===== src/rtl/ir_pkg.sv =====
// -----------------------------------------------------------------------------
// ir_pkg
// Shared definitions for the IR line-sensor conditioner:
//   IR_N_CH_DEF    default channel count of the sensor bar
//   pos_w(n)       width of the signed position word for n channels
//   ir_evt_state_t states of the change-event handshake machine
// -----------------------------------------------------------------------------
package ir_pkg;

    localparam int IR_N_CH_DEF = 5;

    // Position spans -(n-1)..+(n-1); one extra bit carries the sign.
    function automatic int pos_w(input int n);
        return $clog2(2 * n - 1) + 1;
    endfunction

    typedef enum logic {
        IDLE    = 1'b0,
        PENDING = 1'b1
    } ir_evt_state_t;

endpackage


===== src/rtl/ir_line_sensor_conditioner_if.sv =====
// -----------------------------------------------------------------------------
// ir_line_sensor_conditioner_if
// Bus between the sensor pads / CPU register bank and the conditioner.
//   ir_raw, en, cfg_debounce, evt_ack        : driven by the master side
//   ir_state, ir_changed, evt_pending,
//   line_lost, position, pos_valid           : driven by the conditioner
// Modports: master (pads/CPU side), slave (conditioner).
// -----------------------------------------------------------------------------
interface ir_line_sensor_conditioner_if #(
    parameter int N_CH  = ir_pkg::IR_N_CH_DEF,
    parameter int DB_W  = 16,
    parameter int POS_W = ir_pkg::pos_w(N_CH)
) ();

    logic [N_CH-1:0]         ir_raw;
    logic                    en;
    logic [DB_W-1:0]         cfg_debounce;
    logic                    evt_ack;
    logic [N_CH-1:0]         ir_state;
    logic                    ir_changed;
    logic                    evt_pending;
    logic                    line_lost;
    logic signed [POS_W-1:0] position;
    logic                    pos_valid;

    modport master (
        output ir_raw, en, cfg_debounce, evt_ack,
        input  ir_state, ir_changed, evt_pending, line_lost, position, pos_valid
    );

    modport slave (
        input  ir_raw, en, cfg_debounce, evt_ack,
        output ir_state, ir_changed, evt_pending, line_lost, position, pos_valid
    );

endinterface


===== src/rtl/ir_debounce_ch.sv =====
// -----------------------------------------------------------------------------
// ir_debounce_ch
// One sensor channel: synchroniser chain, polarity correction and a debounce
// counter that accepts a new level only after it has differed from the
// accepted level for more than cfg_debounce_i consecutive enabled cycles.
// Ports:
//   clk, rst          clock, asynchronous active-high reset
//   raw_i             raw pin, asynchronous to clk
//   en_i              0: hold counter and accepted level (sync keeps running)
//   cfg_debounce_i    hold time in cycles
//   state_o           accepted (debounced) level, 1 = line detected
// -----------------------------------------------------------------------------
module ir_debounce_ch #(
    parameter int SYNC_STAGES = 2,
    parameter int DB_W        = 16,
    parameter int ACTIVE_LOW  = 0
) (
    input  logic            clk,
    input  logic            rst,
    input  logic            raw_i,
    input  logic            en_i,
    input  logic [DB_W-1:0] cfg_debounce_i,
    output logic            state_o
);

    localparam bit POL = (ACTIVE_LOW != 0);

    logic [SYNC_STAGES-1:0] sync_q;
    logic [DB_W-1:0]        cnt_q, cnt_d;
    logic                   state_q, state_d;
    logic                   s;

    always_ff @(posedge clk or posedge rst) begin
        if (rst) begin
            sync_q <= '0;
        end else begin
            sync_q <= {sync_q[SYNC_STAGES-2:0], raw_i};
        end
    end

    assign s = sync_q[SYNC_STAGES-1] ^ POL;

    // The counter only increments while below the threshold, so it can never
    // wrap; lowering the threshold below a running count commits on the next
    // differing cycle through the >= branch.
    always_comb begin
        cnt_d   = cnt_q;
        state_d = state_q;
        if (en_i) begin
            if (s == state_q) begin
                cnt_d = '0;
            end else if (cnt_q < cfg_debounce_i) begin
                cnt_d = cnt_q + DB_W'(1);
            end else begin
                state_d = s;
                cnt_d   = '0;
            end
        end
    end

    always_ff @(posedge clk or posedge rst) begin
        if (rst) begin
            cnt_q   <= '0;
            state_q <= 1'b0;
        end else begin
            cnt_q   <= cnt_d;
            state_q <= state_d;
        end
    end

    assign state_o = state_q;

endmodule


===== src/rtl/ir_line_sensor_conditioner.sv =====
// -----------------------------------------------------------------------------
// ir_line_sensor_conditioner
// Front end for the IR line-following sensor bar: per-channel synchronise and
// debounce, change pulse, sticky change event with ack, line-lost flag and an
// optional signed line-position encoder.
// Ports:
//   clk, rst   clock, asynchronous active-high reset
//   bus        ir_line_sensor_conditioner_if.slave
//              (ir_raw, en, cfg_debounce, evt_ack in;
//               ir_state, ir_changed, evt_pending, line_lost,
//               position, pos_valid out)
// Configuration macro:
//   IR_POSITION_EN  defined: position/pos_valid come from the encoder;
//                   undefined: both tied to 0 and no encoder is built.
// -----------------------------------------------------------------------------
module ir_line_sensor_conditioner
    import ir_pkg::*;
#(
    parameter int N_CH        = IR_N_CH_DEF,
    parameter int SYNC_STAGES = 2,
    parameter int DB_W        = 16,
    parameter int ACTIVE_LOW  = 0
) (
    input  logic                           clk,
    input  logic                           rst,
    ir_line_sensor_conditioner_if.slave    bus
);

    logic [N_CH-1:0] ir_state;
    logic [N_CH-1:0] prev_q;
    logic            changed_q;
    ir_evt_state_t   evt_state_q, evt_state_d;
    logic            evt_pending;

    // ---------------- per-channel filters ----------------
    generate
        for (genvar gi = 0; gi < N_CH; gi++) begin : g_ch
            ir_debounce_ch #(
                .SYNC_STAGES (SYNC_STAGES),
                .DB_W        (DB_W),
                .ACTIVE_LOW  (ACTIVE_LOW)
            ) u_ch (
                .clk            (clk),
                .rst            (rst),
                .raw_i          (bus.ir_raw[gi]),
                .en_i           (bus.en),
                .cfg_debounce_i (bus.cfg_debounce),
                .state_o        (ir_state[gi])
            );
        end
    endgenerate

    // ---------------- change detector ----------------
    // prev_q trails ir_state by one cycle, so changed_q rises in the cycle
    // after ir_state moves; simultaneous channel changes merge into one pulse.
    always_ff @(posedge clk or posedge rst) begin
        if (rst) begin
            prev_q    <= '0;
            changed_q <= 1'b0;
        end else begin
            prev_q    <= ir_state;
            changed_q <= (ir_state != prev_q);
        end
    end

    // ---------------- event state machine ----------------
    always_ff @(posedge clk or posedge rst) begin
        if (rst) begin
            evt_state_q <= IDLE;
        end else begin
            evt_state_q <= evt_state_d;
        end
    end

    // An ack coinciding with a fresh change must not lose that change.
    always_comb begin
        evt_state_d = evt_state_q;
        case (evt_state_q)
            IDLE:    if (changed_q) evt_state_d = PENDING;
            PENDING: if (bus.evt_ack && !changed_q) evt_state_d = IDLE;
            default: evt_state_d = IDLE;
        endcase
    end

    always_comb begin
        evt_pending = 1'b0;
        if (evt_state_q == PENDING) evt_pending = 1'b1;
    end

    assign bus.ir_state    = ir_state;
    assign bus.ir_changed  = changed_q;
    assign bus.evt_pending = evt_pending;
    assign bus.line_lost   = ~|ir_state;

    // ---------------- optional position encoder ----------------
`ifdef IR_POSITION_EN
    localparam int POS_W = pos_w(N_CH);

    int                      lo, hi;
    logic signed [POS_W-1:0] pos_d;
    logic signed [POS_W-1:0] pos_q;
    logic                    pos_valid_q;

    // lo/hi are the outermost detected channels; their sum minus (N_CH-1)
    // is twice the offset of the line centre from the bar centre.
    always_comb begin
        lo = 0;
        hi = 0;
        for (int i = N_CH - 1; i >= 0; i--) begin
            if (ir_state[i]) lo = i;
        end
        for (int i = 0; i < N_CH; i++) begin
            if (ir_state[i]) hi = i;
        end
        pos_d = POS_W'(lo + hi - (N_CH - 1));
    end

    // Position keeps its last value while the line is lost.
    always_ff @(posedge clk or posedge rst) begin
        if (rst) begin
            pos_q       <= '0;
            pos_valid_q <= 1'b0;
        end else begin
            pos_valid_q <= |ir_state;
            if (|ir_state) pos_q <= pos_d;
        end
    end

    assign bus.position  = pos_q;
    assign bus.pos_valid = pos_valid_q;
`else
    assign bus.position  = '0;
    assign bus.pos_valid = 1'b0;
`endif

endmodule


===== src/flat_wrapper.sv =====
// flat-port wrapper written by rule: the top's interface ports become plain ports
module ir_line_sensor_conditioner_flat import ir_pkg::*;
#(
    parameter int N_CH        = IR_N_CH_DEF,
    parameter int SYNC_STAGES = 2,
    parameter int DB_W        = 16,
    parameter int ACTIVE_LOW  = 0
)
  (clk, rst, bus_ir_raw, bus_en, bus_cfg_debounce, bus_evt_ack, bus_ir_state, bus_ir_changed, bus_evt_pending, bus_line_lost, bus_position, bus_pos_valid);
  ir_line_sensor_conditioner_if #(.N_CH(N_CH), .DB_W(DB_W), .POS_W((ir_pkg::pos_w((5))))) bus_i ();
  input  logic clk;
  input  logic rst;
  input wire logic [$bits(bus_i.ir_raw)-1:0] bus_ir_raw;
  input wire logic [$bits(bus_i.en)-1:0] bus_en;
  input wire logic [$bits(bus_i.cfg_debounce)-1:0] bus_cfg_debounce;
  input wire logic [$bits(bus_i.evt_ack)-1:0] bus_evt_ack;
  output wire logic [$bits(bus_i.ir_state)-1:0] bus_ir_state;
  output wire logic [$bits(bus_i.ir_changed)-1:0] bus_ir_changed;
  output wire logic [$bits(bus_i.evt_pending)-1:0] bus_evt_pending;
  output wire logic [$bits(bus_i.line_lost)-1:0] bus_line_lost;
  output wire logic [$bits(bus_i.position)-1:0] bus_position;
  output wire logic [$bits(bus_i.pos_valid)-1:0] bus_pos_valid;
  assign bus_i.ir_raw = bus_ir_raw;
  assign bus_i.en = bus_en;
  assign bus_i.cfg_debounce = bus_cfg_debounce;
  assign bus_i.evt_ack = bus_evt_ack;
  assign bus_ir_state = bus_i.ir_state;
  assign bus_ir_changed = bus_i.ir_changed;
  assign bus_evt_pending = bus_i.evt_pending;
  assign bus_line_lost = bus_i.line_lost;
  assign bus_position = bus_i.position;
  assign bus_pos_valid = bus_i.pos_valid;
  ir_line_sensor_conditioner #(.N_CH(N_CH), .SYNC_STAGES(SYNC_STAGES), .DB_W(DB_W), .ACTIVE_LOW(ACTIVE_LOW)) u_core (.clk(clk), .rst(rst), .bus(bus_i));
endmodule

===== config.mk =====
export PLATFORM = sky130hd
export DESIGN_NAME = ir_line_sensor_conditioner_flat
export DESIGN_NICKNAME = d
export VERILOG_FILES = /design/src/rtl/ir_pkg.sv /design/src/rtl/ir_line_sensor_conditioner_if.sv /design/src/rtl/ir_debounce_ch.sv /design/src/rtl/ir_line_sensor_conditioner.sv /design/src/flat_wrapper.sv
export SDC_FILE = /design/constraint.sdc
export NUM_CORES = 1
export LEC_CHECK = 0
export CORE_MARGIN = 3
export CORE_UTILIZATION = 50
export DETAILED_ROUTE_END_ITERATION = 8
export HOLD_SLACK_MARGIN = 0.05
export PLACE_DENSITY = 0.7
export SLEW_MARGIN = 20
export SYNTH_ARGS = -nofsm -noshare
export SYNTH_HDL_FRONTEND = slang
export SYNTH_SLANG_ARGS = --single-unit

===== constraint.sdc =====
create_clock -name clk -period 4.1 [get_ports clk]
set_clock_uncertainty 0.15 [all_clocks]
set_input_delay 0.82 -clock clk [delete_from_list [all_inputs] [get_ports clk]]
set_output_delay 0.82 -clock clk [all_outputs]
set_load 0.02 [all_outputs]

==> impl_results.md, run 1 <==
* Post-Synthesis Cells at 686
* Worst-path fanout max at 19
* Die Area at 14790 um^2
* Commonest cells post-synth: 102 x dfrtp_1, 80 x ha_1, 40 x nand2_1, 37 x nand3_1, 33 x inv_1
* Worst setup startpoint: bus_cfg_debounce[13]
* Post-CTS sizing at 0
* Via/cell ratio at 6.133
* Leak at 3.668 nW
* H-tree levels at 3
* Fmax at 305.2 MHz
* Placeable core area at 12820 um^2
* Clock power share at between 30% and 40%
* Fin. Hold Viols at 0
* Top post-synthesis cells by area: dfrtp_1 38%, ha_1 15%, a21o_1 3.0%
* Synth Register Bits at 102
* Synth async-reset ratio at 100.0%
* Die Span Y at 121.6 um
* Io pins at 39
* Routed Antenna Nets at 0
* Post-synthesis cell type with the largest combined area: dfrtp_1
* Drt first-iter violations at 420
* Prevailing post-synth register cell: dfrtp_1
* Maximum vdd drop at 0.3047 mV
* Largest net degree at the start of global routing at between 50 and 60
* RSZ-0062 raised after global routing: false
* Worst Path Required at 4.24 ns
* NetSw at between 0.0006 and 0.0007 W
* Average size of a mapped cell at 9.745 um^2
* Largest stage delay, worst path at ~0.5 ns
* Setup slack, reg-to-reg at ~1.4 ns
* Ant. Diodes at 0
* DRT Pass-1 Iters at 4
* Slew @ Worst Pin at 0.6218 ns
* Critical path type: primary input to flip-flop
* Ordered cell list for the critical path: clkdlybuf4s50_1, inv_1, ha_1, a21oi_1, o21ai_0, or4_1, a211oi_2, buf_4, or2b_1, a31oi_1
* Hold Slack at a little over 0.2 ns
* Die W at 121.6 um
* Clk root buf: clkbuf_16
* Vias in the first global route at 5205
* Skew-Pair Late Insertion Delay at between 0.3 and 0.4 ns
* Cts bufs inserted at 9
* Routability Congestion at 0.8933
* Area fraction of the dominant cell type after synthesis at 38.18%
* Total number of vias at between 5000 and 6000
* Internal power at between 0.0015 and 0.002 W
* WL final at between 15 and 20 mm
* Grt total ovfl at 0
* HP Class: flip-flop to flip-flop
* Slew margin rel. at 58.54%
* Reg-to-reg startpoint: u_core.g_ch[1].u_ch.cnt_q[6]
* Fraction of layout cells with a size suffix above 1 at 6.519%
* Power Dens Cells at ~310 nW/um^2
* Starting density of the core at 52.13%
* Mapped Area at 6685 um^2
* CP startpoint kind: primary input
* Sequential fraction of the synthesis area at between 30% and 40%
* Number of synthesized flops with an enable pin at 0
* HP Start: u_core.g_ch[4].u_ch.sync_q[0]
* First-pass GRT wire length at roughly 26 mm
* Cell with the most instances after synthesis: dfrtp_1
* Initial antenna violation count at 0
* Drc violations at 0
* Area Overhead vs Synth at 11.32%
* Tmin final at approximately 3.3 ns
* TritonCTS clock tree: done
* Crit-path slowest cell: or4_1
* Post-cts hold buffer count at 0
* Sw frac at 29.18%
* Status: finished clean
* Setup TNS at 0 ns
* Worst-path clk slew at 0.07 ns
* Final number of max-transition violations at 0
* CP Capture Type: flip-flop
* Final setup violation count at 0
* Port Buffers at 32
* Overall Global Routing Usage at 22.63%
* Cell Rows at 41
* Arr. time, crit path at 3.41 ns
* Final non-filler cell total at 893
* Tcrit/Tclk final at between 70% and 80%
* Clk buf depth at 2
* # placed instances at 877
* Maxcap violations at 0
* Clock Sink Count at 102
* Comb power frac at between 10% and 20%
* Wirelength per Cell at 17.98 um
* DPL Wire Length at 11.58 mm
* Cell variety after synth at 56
* Post-CTS Setup Bufs at 0
* Number of synthesis warnings at 0
* Sequential Power Share at 48.4%
* Final net count at 821
worst max-delay path, delay by kind of cell:
kind,cells,cell delay [ns]
and+or+nand+nor,2,0.75
adders and majority gates,1,0.36
buffers and inverters,3,0.85
AOI/OAI and AO/OA,4,0.64
logic make-up after synthesis:
family	Yosys count	synth area share (%)
muxes	9	1.460
other	1	0.05609
and+or+nand+nor	209	16.79
xor gates and xnor gates	26	3.406
buffers and inverters	67	5.035
AOI/OAI and AO/OA	192	20.10
DFF	102	38.18
adders and majority gates	80	14.97
power groups by stage:
stage                     sequential (W)  combinational [W]  clock (W)
after floorplan                  0.00111           0.000219          0
after global placement           0.00112           0.000306          0
after detailed placement         0.00112           0.000322          0
after CTS                        0.00110           0.000324   0.000876
after global routing             0.00111           0.000362   0.000918
final                            0.00110           0.000322   0.000853
per-stage QoR:
step / power, W / utilization, % / setup slack (ns) / cell area (um^2)
after floorplan: 0.001330 / - / 0.4545 / 6704
after global placement: 0.001426 / 55.78 / 0.5701 / 7153
after detailed placement: 0.001442 / 55.78 / 0.5149 / 7153
after CTS: 0.002302 / 58.03 / 0.8792 / 7442
after global routing: 0.002391 / 58.03 / 0.6402 / 7442
final: 0.002277 / 58.03 / 0.8232 / 7442
layer usage:
metal	part of all wire (%)	global-route usage [%]	up-vias	wire [um]
met4	2.3	8.123	0	372
met3	5.1	5.153	26	812
li1	-	-	2618	-
met5	0	0	-	0
met1	47	31.64	2677	7535
met2	46	34.61	156	7334
worst paths after layout:
kind,cells after the start,end
max,10,u_core.g_ch[3].u_ch.cnt_q[4]
min,0,u_core.g_ch[4].u_ch.sync_q[1]
max reg2reg,8,u_core.g_ch[1].u_ch.cnt_q[12]
min reg2reg,0,u_core.g_ch[4].u_ch.sync_q[1]
max in group asynchronous,3,u_core.g_ch[2].u_ch.cnt_q[1]
min in group asynchronous,2,u_core.g_ch[4].u_ch.cnt_q[9]
registers in the layout (all words and copies together), names as in the netlist:
name                      cells
u_core.prev_q                 5
u_core.g_ch.u_ch.sync_q      10
u_core.g_ch.u_ch.state_o      5
u_core.evt_state_q            1
u_core.bus.ir_changed         1
u_core.g_ch.u_ch.cnt_q       80
layout make-up:
type	instances	area, um^2
Clock buffer	9	225.2
Clock inverter	7	63.81
Tap cell	172	215.2
Sequential cell	102	2552
Inverter	34	130.1
Timing Repair Buffer	47	440.4
Fill cell	1103	5383
Multi-Input combinational cell	522	3815
cells in the final DEF (no fill, tap or decap), types with 4 or more instances in the layout:
cell type	n
dfrtp_1	102
and4_1	5
buf_4	14
ha_1	80
mux2_2	6
o21ai_0	31
nor3b_1	14
xnor2_1	11
conb_1	6
nor4_1	8
a22o_1	10
nand2_1	40
nand3_1	37
xor2_1	15
nand2b_1	10
and3_1	25
o211ai_1	12
a31oi_1	25
nor3_1	11
a2111oi_0	4
nand4_1	15
o21a_1	9
o2bb2ai_1	14
a41oi_1	4
a211o_1	5
or2b_1	5
inv_1	32
nor2_1	28
clkdlybuf4s50_1	31
a21o_1	27
clkbuf_16	9
a21oi_1	32
(Power assumes the default switching activity.)
==> inputs of run 2 (changes only) <==
- PLACE_DENSITY: 0.7 -> 0.72
- clock period: 4.1 -> 2.8 ns (I/O delays scaled with it)
==> impl_results.md, run 2 (synthesis results as in run 1) <==
* Fin. Hold Viols at 0
* Wirelength per Cell at 20.23 um
* Final number of max-transition violations at 0
* Final Power at 0.003573 W
* Routability Congestion at 0.8286
* Arr. time, crit path at a little under 3 ns
* Io pins at 39
* Drt first-iter violations at 517
* Clk root buf: clkbuf_16
* Power Dens Cells at 422.5 nW/um^2
* Slew @ Worst Pin at 0.6436 ns
* Routed Antenna Nets at 0
* Largest stage delay, worst path at 0.55 ns
* Vias in the first global route at between 5000 and 6000
* Maximum vdd drop at 0.3170 mV
* Max reg flops at 80
* WL final at 19.14 mm
* Clock Sink Count at slightly above 100
* Port Buffers at 32
* Cts bufs inserted at 9
* Worst-path clk slew at approximately 0.070 ns
* Post-cts hold buffer count at 0
* CP top delay family: simple AND/OR/NAND/NOR gates
* Tcrit/Tclk final at 98.75%
* Commonest non-fill, non-tap cell in the layout: dfrtp_1
* Crit-path slowest cell: or4_4
* CP bufs+invs at 3
* Ant. Diodes at 0
* Leak at 4.060 nW
* Hold Slack at 0.2066 ns
* Die Span Y at about 120 um
* Grt total ovfl at 0
* Setup slack, reg-to-reg at 0.11 ns
* Worst-path fanout max at 6
* Reg with most FFs: u_core.g_ch.u_ch.cnt_q
* Initial antenna violation count at 0
* Largest net degree at the start of global routing at 103
* Skew-Pair Late Insertion Delay at ~0.36 ns
* Final net count at slightly below 900
* Overall Global Routing Usage at between 20 and 30%
* Status: finished clean
* CP Capture Type: flip-flop
* Post-DP Area at 7485 um^2
* Starting density of the core at 52.13%
* CP startpoint kind: primary input
* DPL Wire Length at 12.53 mm
* Die W at 121.6 um
* Slew margin rel. at 57.09%
* Drc violations at 0
* H-tree levels at 3
* Ordered cell list for the critical path: dlygate4sd2_1, inv_4, ha_1, a21oi_1, o21ai_1, or4_4, a211oi_4, buf_6, or2b_1, a31oi_1
* RSZ-0062 raised after global routing: true
* Tmin final at roughly 2.8 ns
* Die Area at 14790 um^2
* Fraction of layout cells with a size suffix above 1 at between 20% and 30%
* HP Class: flip-flop to flip-flop
* Area Overhead vs Synth at 26.50%
* Critical path type: primary input to flip-flop
* Final core occ at roughly 66%
* Fmax at approximately 360 MHz
* Biggest regs: u_core.g_ch.u_ch.cnt_q x80, u_core.g_ch.u_ch.sync_q x10
* First-pass GRT wire length at 29.47 mm
* Via/cell ratio at 6.309
* Cell Rows at 41
* Clk buf depth at 2
* Maxcap violations at 0
* Worst Path Required at about 2.9 ns
* Final setup violation count at 0
* TritonCTS clock tree: done
* Post-route cell area at 8457 um^2
* Placeable core area at roughly 13000 um^2
* FILL cells at 986
* DRT Pass-1 Iters at 5
* Total number of vias at 5968
* Commonest non-fill, non-tap cells in the layout: 102 x dfrtp_1, 65 x ha_1, 50 x buf_4
## run 2: cell count changes in the layout (fill, tap and decap cells not counted), sizes merged
cell / before / now
buf: 16 / 68
clkdlybuf4s50: 31 / 22
dlymetal6s2s: 0 / 8
inv: 38 / 32
clkbuf: 9 / 13
bufinv: 0 / 1
clkinvlp: 0 / 1
dlygate4sd2: 0 / 1
o2111ai: 1 / 2
## run 2: metrics by stage
step                      setup slack [ns]  TNS [ns]  std cells
final                              0.03506         0        946
after global routing              -0.07736   -0.6122        946
after CTS                         0.001380         0        942
after detailed placement           -0.5089    -29.88        921
after global placement             -0.4496    -25.33        921
after floorplan                     0.1897         0        691
## run 2: per-layer routing
layer  share of wire, %  track usage, %  vias up
li1                   -               -     2734
met1                 42           35.42     2926
met2                 48           38.93      261
met3                6.9           4.457       47
met4                3.2           9.454        0
met5                  0               0        -
## run 2: path summary, 6_finish.rpt
check,from,end,cells past startpoint
setup / recovery,bus_cfg_debounce[13],u_core.g_ch[3].u_ch.cnt_q[13],10
hold / removal,u_core.g_ch[0].u_ch.sync_q[0],u_core.g_ch[0].u_ch.sync_q[1],0
setup reg to reg,u_core.g_ch[3].u_ch.cnt_q[13],u_core.g_ch[3].u_ch.cnt_q[13],8
hold reg to reg,u_core.g_ch[0].u_ch.sync_q[0],u_core.g_ch[0].u_ch.sync_q[1],0
max in group asynchronous,rst,u_core.g_ch[2].u_ch.cnt_q[1],3
min in group asynchronous,rst,u_core.evt_state_q,3
## run 2: power breakdown
part	internal, W	switching, W	leakage (nW)
clock network	0.000720	0.000558	0.144
registers	0.00153	0.0000969	1.39
logic	0.000308	0.000357	2.53
total	0.00256	0.00101	4.06
## run 2: area by class of cell
type	instances	area (um^2)	area share [%]
clock buffer	13	250.2	2.959
clock inverter	3	43.79	0.5178
inverter	34	141.4	1.672
multi-input combinational	523	4344	51.37
sequential	102	2552	30.18
tap	172	215.2	2.545
timing repair buffer	99	909.6	10.76
## run 2: timing repair
item	CTS	global route
endpoints found under the setup margin	46	72
gates cloned	3	4
pin swaps	7	25
gates resized for setup	25	104
setup buffers	2	0
